$ cat config.mk
export PLATFORM = sky130hd
export DESIGN_NAME = seq_decoder
export DESIGN_NICKNAME = d
export VERILOG_FILES = /design/src/rtl/seq_decoder_pkg.sv /design/src/rtl/seq_decoder_core.sv /design/src/rtl/seq_decoder.sv
export SDC_FILE = /design/constraint.sdc
export NUM_CORES = 1
export LEC_CHECK = 0
export ABC_AREA = 1
export BUFFER_PORTS_ARGS = -buffer_cell sky130_fd_sc_hd__buf_2
export CAP_MARGIN = 20
export CORE_MARGIN = 1
export CORE_UTILIZATION = 50
export DETAILED_ROUTE_END_ITERATION = 10
export GPL_TIMING_DRIVEN = 0
export PLACE_DENSITY = 0.74
export SLEW_MARGIN = 20
export SYNTH_ARGS = -nofsm -noshare
export SYNTH_HDL_FRONTEND = slang
export SYNTH_HIERARCHICAL = 1
export SYNTH_SLANG_ARGS = --single-unit
$ cat constraint.sdc
create_clock -name clk -period 1.22 [get_ports clk]
set_input_delay 0.061 -clock clk [delete_from_list [all_inputs] [get_ports clk]]
set_output_delay 0.061 -clock clk [all_outputs]
set_load 0.1 [all_outputs]
$ cat src/rtl/seq_decoder_pkg.sv
// seq_decoder shared types and decode helpers.
// Mode encoding plus the per-bit decode rule used by the core.
package seq_decoder_pkg;

    localparam int MAX_N = 6;

    typedef enum logic [1:0] {
        MODE_ONEHOT   = 2'd0,
        MODE_THERM    = 2'd1,
        MODE_ONEHOT_N = 2'd2,
        MODE_RSVD     = 2'd3
    } mode_e;

    function automatic logic decode_bit(
        input logic [MAX_N-1:0] code,
        input mode_e            mode,
        input logic [MAX_N-1:0] k
    );
        logic b;
        b = 1'b0;
        unique case (mode)
            MODE_ONEHOT:   b = (k == code);
            MODE_THERM:    b = (k <= code);
            MODE_ONEHOT_N: b = (k != code);
            default:       b = 1'b0;
        endcase
        return b;
    endfunction

    function automatic logic mode_err(input mode_e mode);
        return (mode == MODE_RSVD);
    endfunction

endpackage

$ cat src/rtl/seq_decoder_core.sv
// seq_decoder_core: combinational (code, mode) -> (word, err).
// Reserved mode yields an all-zero word with err set.
module seq_decoder_core
    import seq_decoder_pkg::*;
#(
    parameter int N = 3,
    parameter int W = 2**N
) (
    input  logic [N-1:0] code,
    input  logic [1:0]   mode,
    output logic [W-1:0] word,
    output logic         err
);

    logic [MAX_N-1:0] code_ext;
    mode_e            mode_t;

    assign code_ext = MAX_N'(code);
    assign mode_t   = mode_e'(mode);

    // Build the decoded word bit by bit from the shared rule.
    always_comb begin
        word = '0;
        for (int k = 0; k < W; k++) begin
            word[k] = decode_bit(code_ext, mode_t, MAX_N'(k));
        end
        err = mode_err(mode_t);
    end

endmodule

$ cat src/rtl/seq_decoder.sv
// seq_decoder: decode on accept, then buffer in a 2-entry skid FIFO.
// in_ready depends only on occupancy (and reset), never on out_ready.
module seq_decoder
    import seq_decoder_pkg::*;
#(
    parameter int N = 3,
    parameter int W = 2**N
) (
    input  logic         clk,
    input  logic         rst,
    input  logic         in_valid,
    output logic         in_ready,
    input  logic [N-1:0] in_code,
    input  logic [1:0]   in_mode,
    output logic         out_valid,
    input  logic         out_ready,
    output logic [W-1:0] out_d,
    output logic         out_err
);

    logic [W-1:0] dec_word;
    logic         dec_err;

    logic [W:0]   mem_q [2];
    logic [W:0]   mem_d [2];
    logic         wr_ptr_q, wr_ptr_d;
    logic         rd_ptr_q, rd_ptr_d;
    logic [1:0]   cnt_q, cnt_d;
    logic         push, pop;
    logic [W:0]   head;

    seq_decoder_core #(
        .N (N),
        .W (W)
    ) u_core (
        .code (in_code),
        .mode (in_mode),
        .word (dec_word),
        .err  (dec_err)
    );

    assign in_ready  = !rst && (cnt_q != 2'd2);
    assign out_valid = (cnt_q != 2'd0);
    assign push      = in_valid && in_ready;
    assign pop       = out_valid && out_ready;
    assign head      = mem_q[rd_ptr_q];
    assign out_d     = out_valid ? head[W-1:0] : '0;
    assign out_err   = out_valid && head[W];

    // Next FIFO state: store decoded word on push, advance head on pop.
    always_comb begin
        mem_d    = mem_q;
        wr_ptr_d = wr_ptr_q;
        rd_ptr_d = rd_ptr_q;
        cnt_d    = cnt_q;
        if (push) begin
            mem_d[wr_ptr_q] = {dec_err, dec_word};
            wr_ptr_d        = ~wr_ptr_q;
        end
        if (pop) begin
            rd_ptr_d = ~rd_ptr_q;
        end
        unique case ({push, pop})
            2'b10:   cnt_d = cnt_q + 2'd1;
            2'b01:   cnt_d = cnt_q - 2'd1;
            default: cnt_d = cnt_q;
        endcase
    end

    // FIFO registers; reset discards everything and wins over push/pop.
    always_ff @(posedge clk) begin
        if (rst) begin
            mem_q[0] <= '0;
            mem_q[1] <= '0;
            wr_ptr_q <= 1'b0;
            rd_ptr_q <= 1'b0;
            cnt_q    <= 2'd0;
        end else begin
            mem_q    <= mem_d;
            wr_ptr_q <= wr_ptr_d;
            rd_ptr_q <= rd_ptr_d;
            cnt_q    <= cnt_d;
        end
    end

endmodule

-- Yosys cells after proc, flatten, opt, wreduce, memory -nomap -nowiden
Index checks and enable logic that the tools add are counted.
- register bits after elaboration: 22
- bits of input ports: 9
- output and inout bits: 11
- $add $sub $neg: 2
- magnitude comparators: 11
- equality and inequality tests: 20
- muxes and demuxes: 16
- bitwise operators: 4
- reduce and logical (&&, ||, !) cells: 11
- operators by type and width (kind ; number):
    9-bit two-way mux ; 4
    1-bit case mux with 3 select lines ; 8
    18-bit bitwise mux ; 1
    3-bit equality test, first input constant ; 4
    3-bit <= comparator, first input constant ; 4
    3-bit inequality test, first input constant ; 4
    9-bit demux with 1-bit select ; 1
    8-bit two-way mux ; 1
    2-bit equality test, second input constant ; 3
    2-bit by 3-bit equality test with 1-bit output, first input constant ; 2
    1-bit by 3-bit <= comparator with 1-bit output, first input constant ; 2
    2-bit by 3-bit <= comparator with 1-bit output, first input constant ; 2
    6-bit zero test ; 1
    2-bit by 3-bit inequality test with 1-bit output, first input constant ; 2
    6-bit nonzero test ; 1
    1-bit logical AND ; 5
    2-bit by 1-bit equality test with 1-bit output, second input constant ; 2
    2-bit greater-or-equal comparator, second input constant ; 2
    1-bit NOT with 2-bit output ; 2
    2-bit case mux with 2 select lines ; 1
    2-bit nonzero test ; 2
    1-bit by 3-bit equality test with 1-bit output, first input constant ; 1
    1-bit by 3-bit inequality test with 1-bit output, first input constant ; 1
    2-bit by 1-bit adder with 2-bit output, second input constant ; 1
    6 further kinds ; 7

-- Logic depth before layout (Yosys ltp)
- word-level depth: 6
- depth in mapped cells: 9

-- Hierarchy
The synthesis kept the hierarchy.
- by module, submodules not included (module ; times used ; cells each ; area an instance (µm²)):
    seq_decoder ; 1 ; 162 ; 1078.5
    seq_decoder_core ; 1 ; 56 ; 261.5

-- Worst setup path before layout
No wires, ideal clock.
- path kind: register to register
- start: reg cnt_q[0]
- end: reg cnt_q[1]
- setup time: 0.115 ns
- arrival time: 2.793 ns
- data required time: 1.105 ns
- slack: -1.688 ns
- cell stages (with the launch flop): 9
- buffers on the path: 0
- period minus slack after synthesis: 2.908 ns
- cells stage by stage: dfxtp_1 -> inv_2 -> a21oi_1 -> nand2_1 -> ha_1 -> nor2_1 -> nand3_1 -> nand2_1 -> nor2_1
- word-level cells in the longest chain between the ends: 5
- elaborated cells between the ends (all ways): 11
- classes of those cells: add/sub: 2; eq/ne: 3; mux: 1; reduce/logical: 5
- RTL lines (what ; line ; source):
    from (decl) ; seq_decoder.sv:28 ; logic [1:0] cnt_q, cnt_d;
    from (signal assigned) ; seq_decoder.sv:82 ; cnt_q <= cnt_d;
    2-bit inequality test * ; seq_decoder.sv:42 ; assign in_ready = !rst && (cnt_q != 2'd2);
    1-bit logical AND * ; seq_decoder.sv:42 ;
    named net in_ready ; seq_decoder.sv:12 ; output logic in_ready,
    1-bit logical AND * ; seq_decoder.sv:44 ; assign push = in_valid && in_ready;
    2-bit by 1-bit equality test with 1-bit output or 2-bit equality test (tied branches) ; seq_decoder.sv:63 ; unique case ({push, pop})
    2-bit case mux with 2 select lines or 2-bit nonzero test (tied branches) ; - ;
Mark *: on every way through the listed nets, which the timed path passes. The rest lies on a longest branch.
A chain may end at the register's enable or synchronous reset.

-- Worst setup path in the final report
- start: reg cnt_q[1]
- end: out out_d[5]
- word-level cells in the longest chain between the ends: 2
- RTL lines (what ; line ; source):
    2-bit nonzero test ; seq_decoder.sv:43 ; assign out_valid = (cnt_q != 2'd0);
    8-bit two-way mux ; seq_decoder.sv:47 ; assign out_d = out_valid ? head[W-1:0] : '0;
    to (decl) ; seq_decoder.sv:17 ; output logic [W-1:0] out_d,
Every way passes these cells.

==> flow_metrics.py <==
metrics = {
    "placed_design": {
        "portBuffers": 18,
        "gp_congestion": 0.793,
        "placed_area_mm2": 0.00170,
        "post-dp-hpwl_um": 2280,
        "dp.cells": 266,
    },
    "yosys": {
        "yosys_warnings": 6,
        "syn_avg_cell_area_um2": 6.15,
        "ys_ff_latch": 22,
        "ys_seq_area_share_pct": 32.9,
        "netlist_instances": 218,
        "ys_types": 22,
        "netlist_area_mm2": 0.00134,
        "synth_nets": 228,
    },
    "sta": {
        "finalSetupViolCount": 13,
        "finClkSkew_ps": 17.1,
        "fin_ws_ps": -264,
        "holdWs_ps": 87.5,
        "hold_violations": 0,
        "fin_crit_ps": 1480,
        "finalCritPeriodShare_pct": 122,
        "rsz0062_at_grt": "true",
        "drv_slew": 0,
        "timing.slew.headroom_pct": 80.5,
        "worstMarginPinSlew_ps": 293,
        "max_freq_mhz": 674,
    },
    "floorplanning": {
        "die_w_um": 53.8,
        "start_util_pct": 53.6,
        "ios": 20,
        "die_area_mm2": 0.00289,
        "core_mm2": 0.00250,
        "row_count": 18,
        "fp.dieH_um": 53.8,
    },
    "final_layout": {
        "final_common_cell": "nand2_1",
        "num_antenna_cells": 0,
        "final_nets": 259,
        "layout.cells.most_common_list": "nand2_1, nor2_1, inv_1",
        "final_cell_area_mm2": 0.00205,
        "utilization_pct": 81.8,
        "drive_gt1_share_pct": 32.3,
        "instances_no_fill": 278,
        "areaGrowthSynthToFinish_pct": 52.7,
    },
    "worst_hold_path": {
        "holdPathEnd": "cnt_q[0]",
        "holdPathStages": 4,
        "hp-start": "rst",
        "hold_path_class": "input pin to register",
    },
    "drt": {
        "vias": 1437,
        "wl_per_cell_um": 13.1,
        "drtIter0Drc": 27,
        "avgViaCountPerCell": 5.17,
        "ant_nets": 0,
        "drc": 0,
        "first_pass_iters": 4,
        "routed_wl_um": 3650,
    },
    "cts": {
        "clock-sinks": 22,
        "htreeDepth": 1,
        "clk_latency_ps": 330,
        "cts_tree": "yes",
        "cts_buffers": 3,
        "cts_buffer_depth": 2,
        "clk_pin_slew_ps": 120,
        "root_buffer": "clkbuf_4",
        "ctsHoldBuffers": 0,
    },
    "setup_path": {
        "r2r_cells": 8,
        "crit_type": "register to output pin",
        "arrival_ps": 1420,
        "worstSetupStartpointType": "register",
        "r2r_start": "cnt_q[1]",
        "path_max_fanout": 5,
        "crit_path_end_kind": "output pin",
        "cp_data_required_time_ps": 1160,
        "reg2reg_to": "cnt_q[1]",
        "rrSetupSlack_ps": -200,
    },
    "grt": {
        "grt_max_degree": 14,
        "grt_remaining_overflow": 0,
        "antenna_found_initial": 0,
        "grt_pass1_wl_um": 5290,
        "first_global_vias": 1216,
        "grt_use_total_pct": 26.3,
    },
    "pwr": {
        "power_w": 0.00284,
        "p_seq_share_pct": 30.0,
        "ir_drop_mv": 1.13,
        "p_switching_w": 0.00127,
        "combPwrFrac_pct": 52.3,
        "leakagePower_nw": 0.925,
        "power.density_mw_per_mm2": 1390,
        "swShare_pct": 44.7,
        "pwr-share-clk_pct": 17.7,
        "p_int_w": 0.00157,
    },
    "status": {
        "run_status": "complete, but fails checks",
        "violations": "negative setup slack",
    },
    "run": {
        "cap_violations": 0,
    },
}
[cells in the mapped netlist]
library cell	n	area, µm²
a21oi_1	14	70.1
buf_2	2	10.0
buf_6	3	33.8
clkbuf_1	2	7.51
clkbuf_8	1	13.8
clkinv_1	2	7.51
dfxtp_1	22	440
ha_1	1	12.5
inv_1	25	93.8
inv_2	5	18.8
nand2_1	56	210
nand2_2	2	12.5
nand2_4	1	11.3
nand3_1	16	80.1
nand3b_1	1	7.51
nand4_1	1	6.26
nand4_4	2	42.5
nor2_1	46	173
nor2_2	2	12.5
nor2_4	1	11.3
o21ai_0	11	55.1
o21ai_1	2	10.0
[per-layer routing]
layer  track usage [%]  wire length (µm)
met5                 0                 0
met4              7.89                57
met3              5.08               150
met2              47.5              1870
met1              30.8              1570
[final cells by class]
| class | count | area [µm²] |
|---|---|---|
| clock buffer | 4 | 47.5 |
| multi-input combinational | 156 | 968 |
| tap | 30 | 37.5 |
| sequential | 22 | 448 |
| timing repair inverter | 1 | 11.3 |
| inverter | 32 | 130 |
| fill | 166 | 454 |
| timing repair buffer | 25 | 324 |
| buffer | 8 | 78.8 |
[worst max path at each step]
| stage | end | start | depth (start not counted) | slack [ps] |
|---|---|---|---|---|
| after CTS | cnt_q[1] | cnt_q[0] | 8 | -280 |
| final | out_d[5] | cnt_q[1] | 6 | -260 |
| after floorplan | cnt_q[1] | cnt_q[0] | 8 | -640 |
| after detailed placement | out_err | rd_ptr_q | 4 | -290 |
| after global placement | out_err | rd_ptr_q | 4 | -280 |
| after global routing | out_d[0] | cnt_q[1] | 6 | -320 |
[per-stage QoR]
stage,setup slack [ps],TNS (ps)
2_1_floorplan,-637,-3360
3_3_place_gp,-283,-2720
3_5_place_dp,-294,-2920
4_1_cts,-285,-3090
5_1_grt,-324,-3470
6_report,-264,-2700
[flip-flops by register name, indices dropped and copies added (netlist names)]
register and cells:
cnt_q 2, mem_q 18, rd_ptr_q 1, wr_ptr_q 1
[power groups by stage]
stage                     Combinational [W]  Sequential, W  Clock (W)
after floorplan                    0.000947       0.000847          0
final                               0.00149       0.000852   0.000504
after global placement              0.00109       0.000851          0
after detailed placement            0.00111       0.000855          0
after CTS                           0.00131       0.000845   0.000505
after global routing                0.00157       0.000859   0.000526
[worst max-delay path, stage by stage, from the launching register on]
cell     delay [ps]
dfxtp_4         430
nor2_4           80
buf_12          130
inv_8            80
o21ai_4          60
a21oi_4         140
buf_12          190
[cells by family after synthesis]
group	synth area share (%)
AOI/OAI and AO/OA	10.1
adders and majority gates	0.934
buffers and inverters	13.8
DFF	32.9
and+or+nand+nor	42.3
[what timing repair did]
action / 4_1_cts / 5_1_grt
resized for setup: 41 / 21
hold endpoints to repair: 0 / 0
setup endpoints to repair: 13 / 31
pin swaps: 1 / 6
cloned: 1 / 0
buffers inserted: 1 / 6
(Power assumes the default switching activity.)
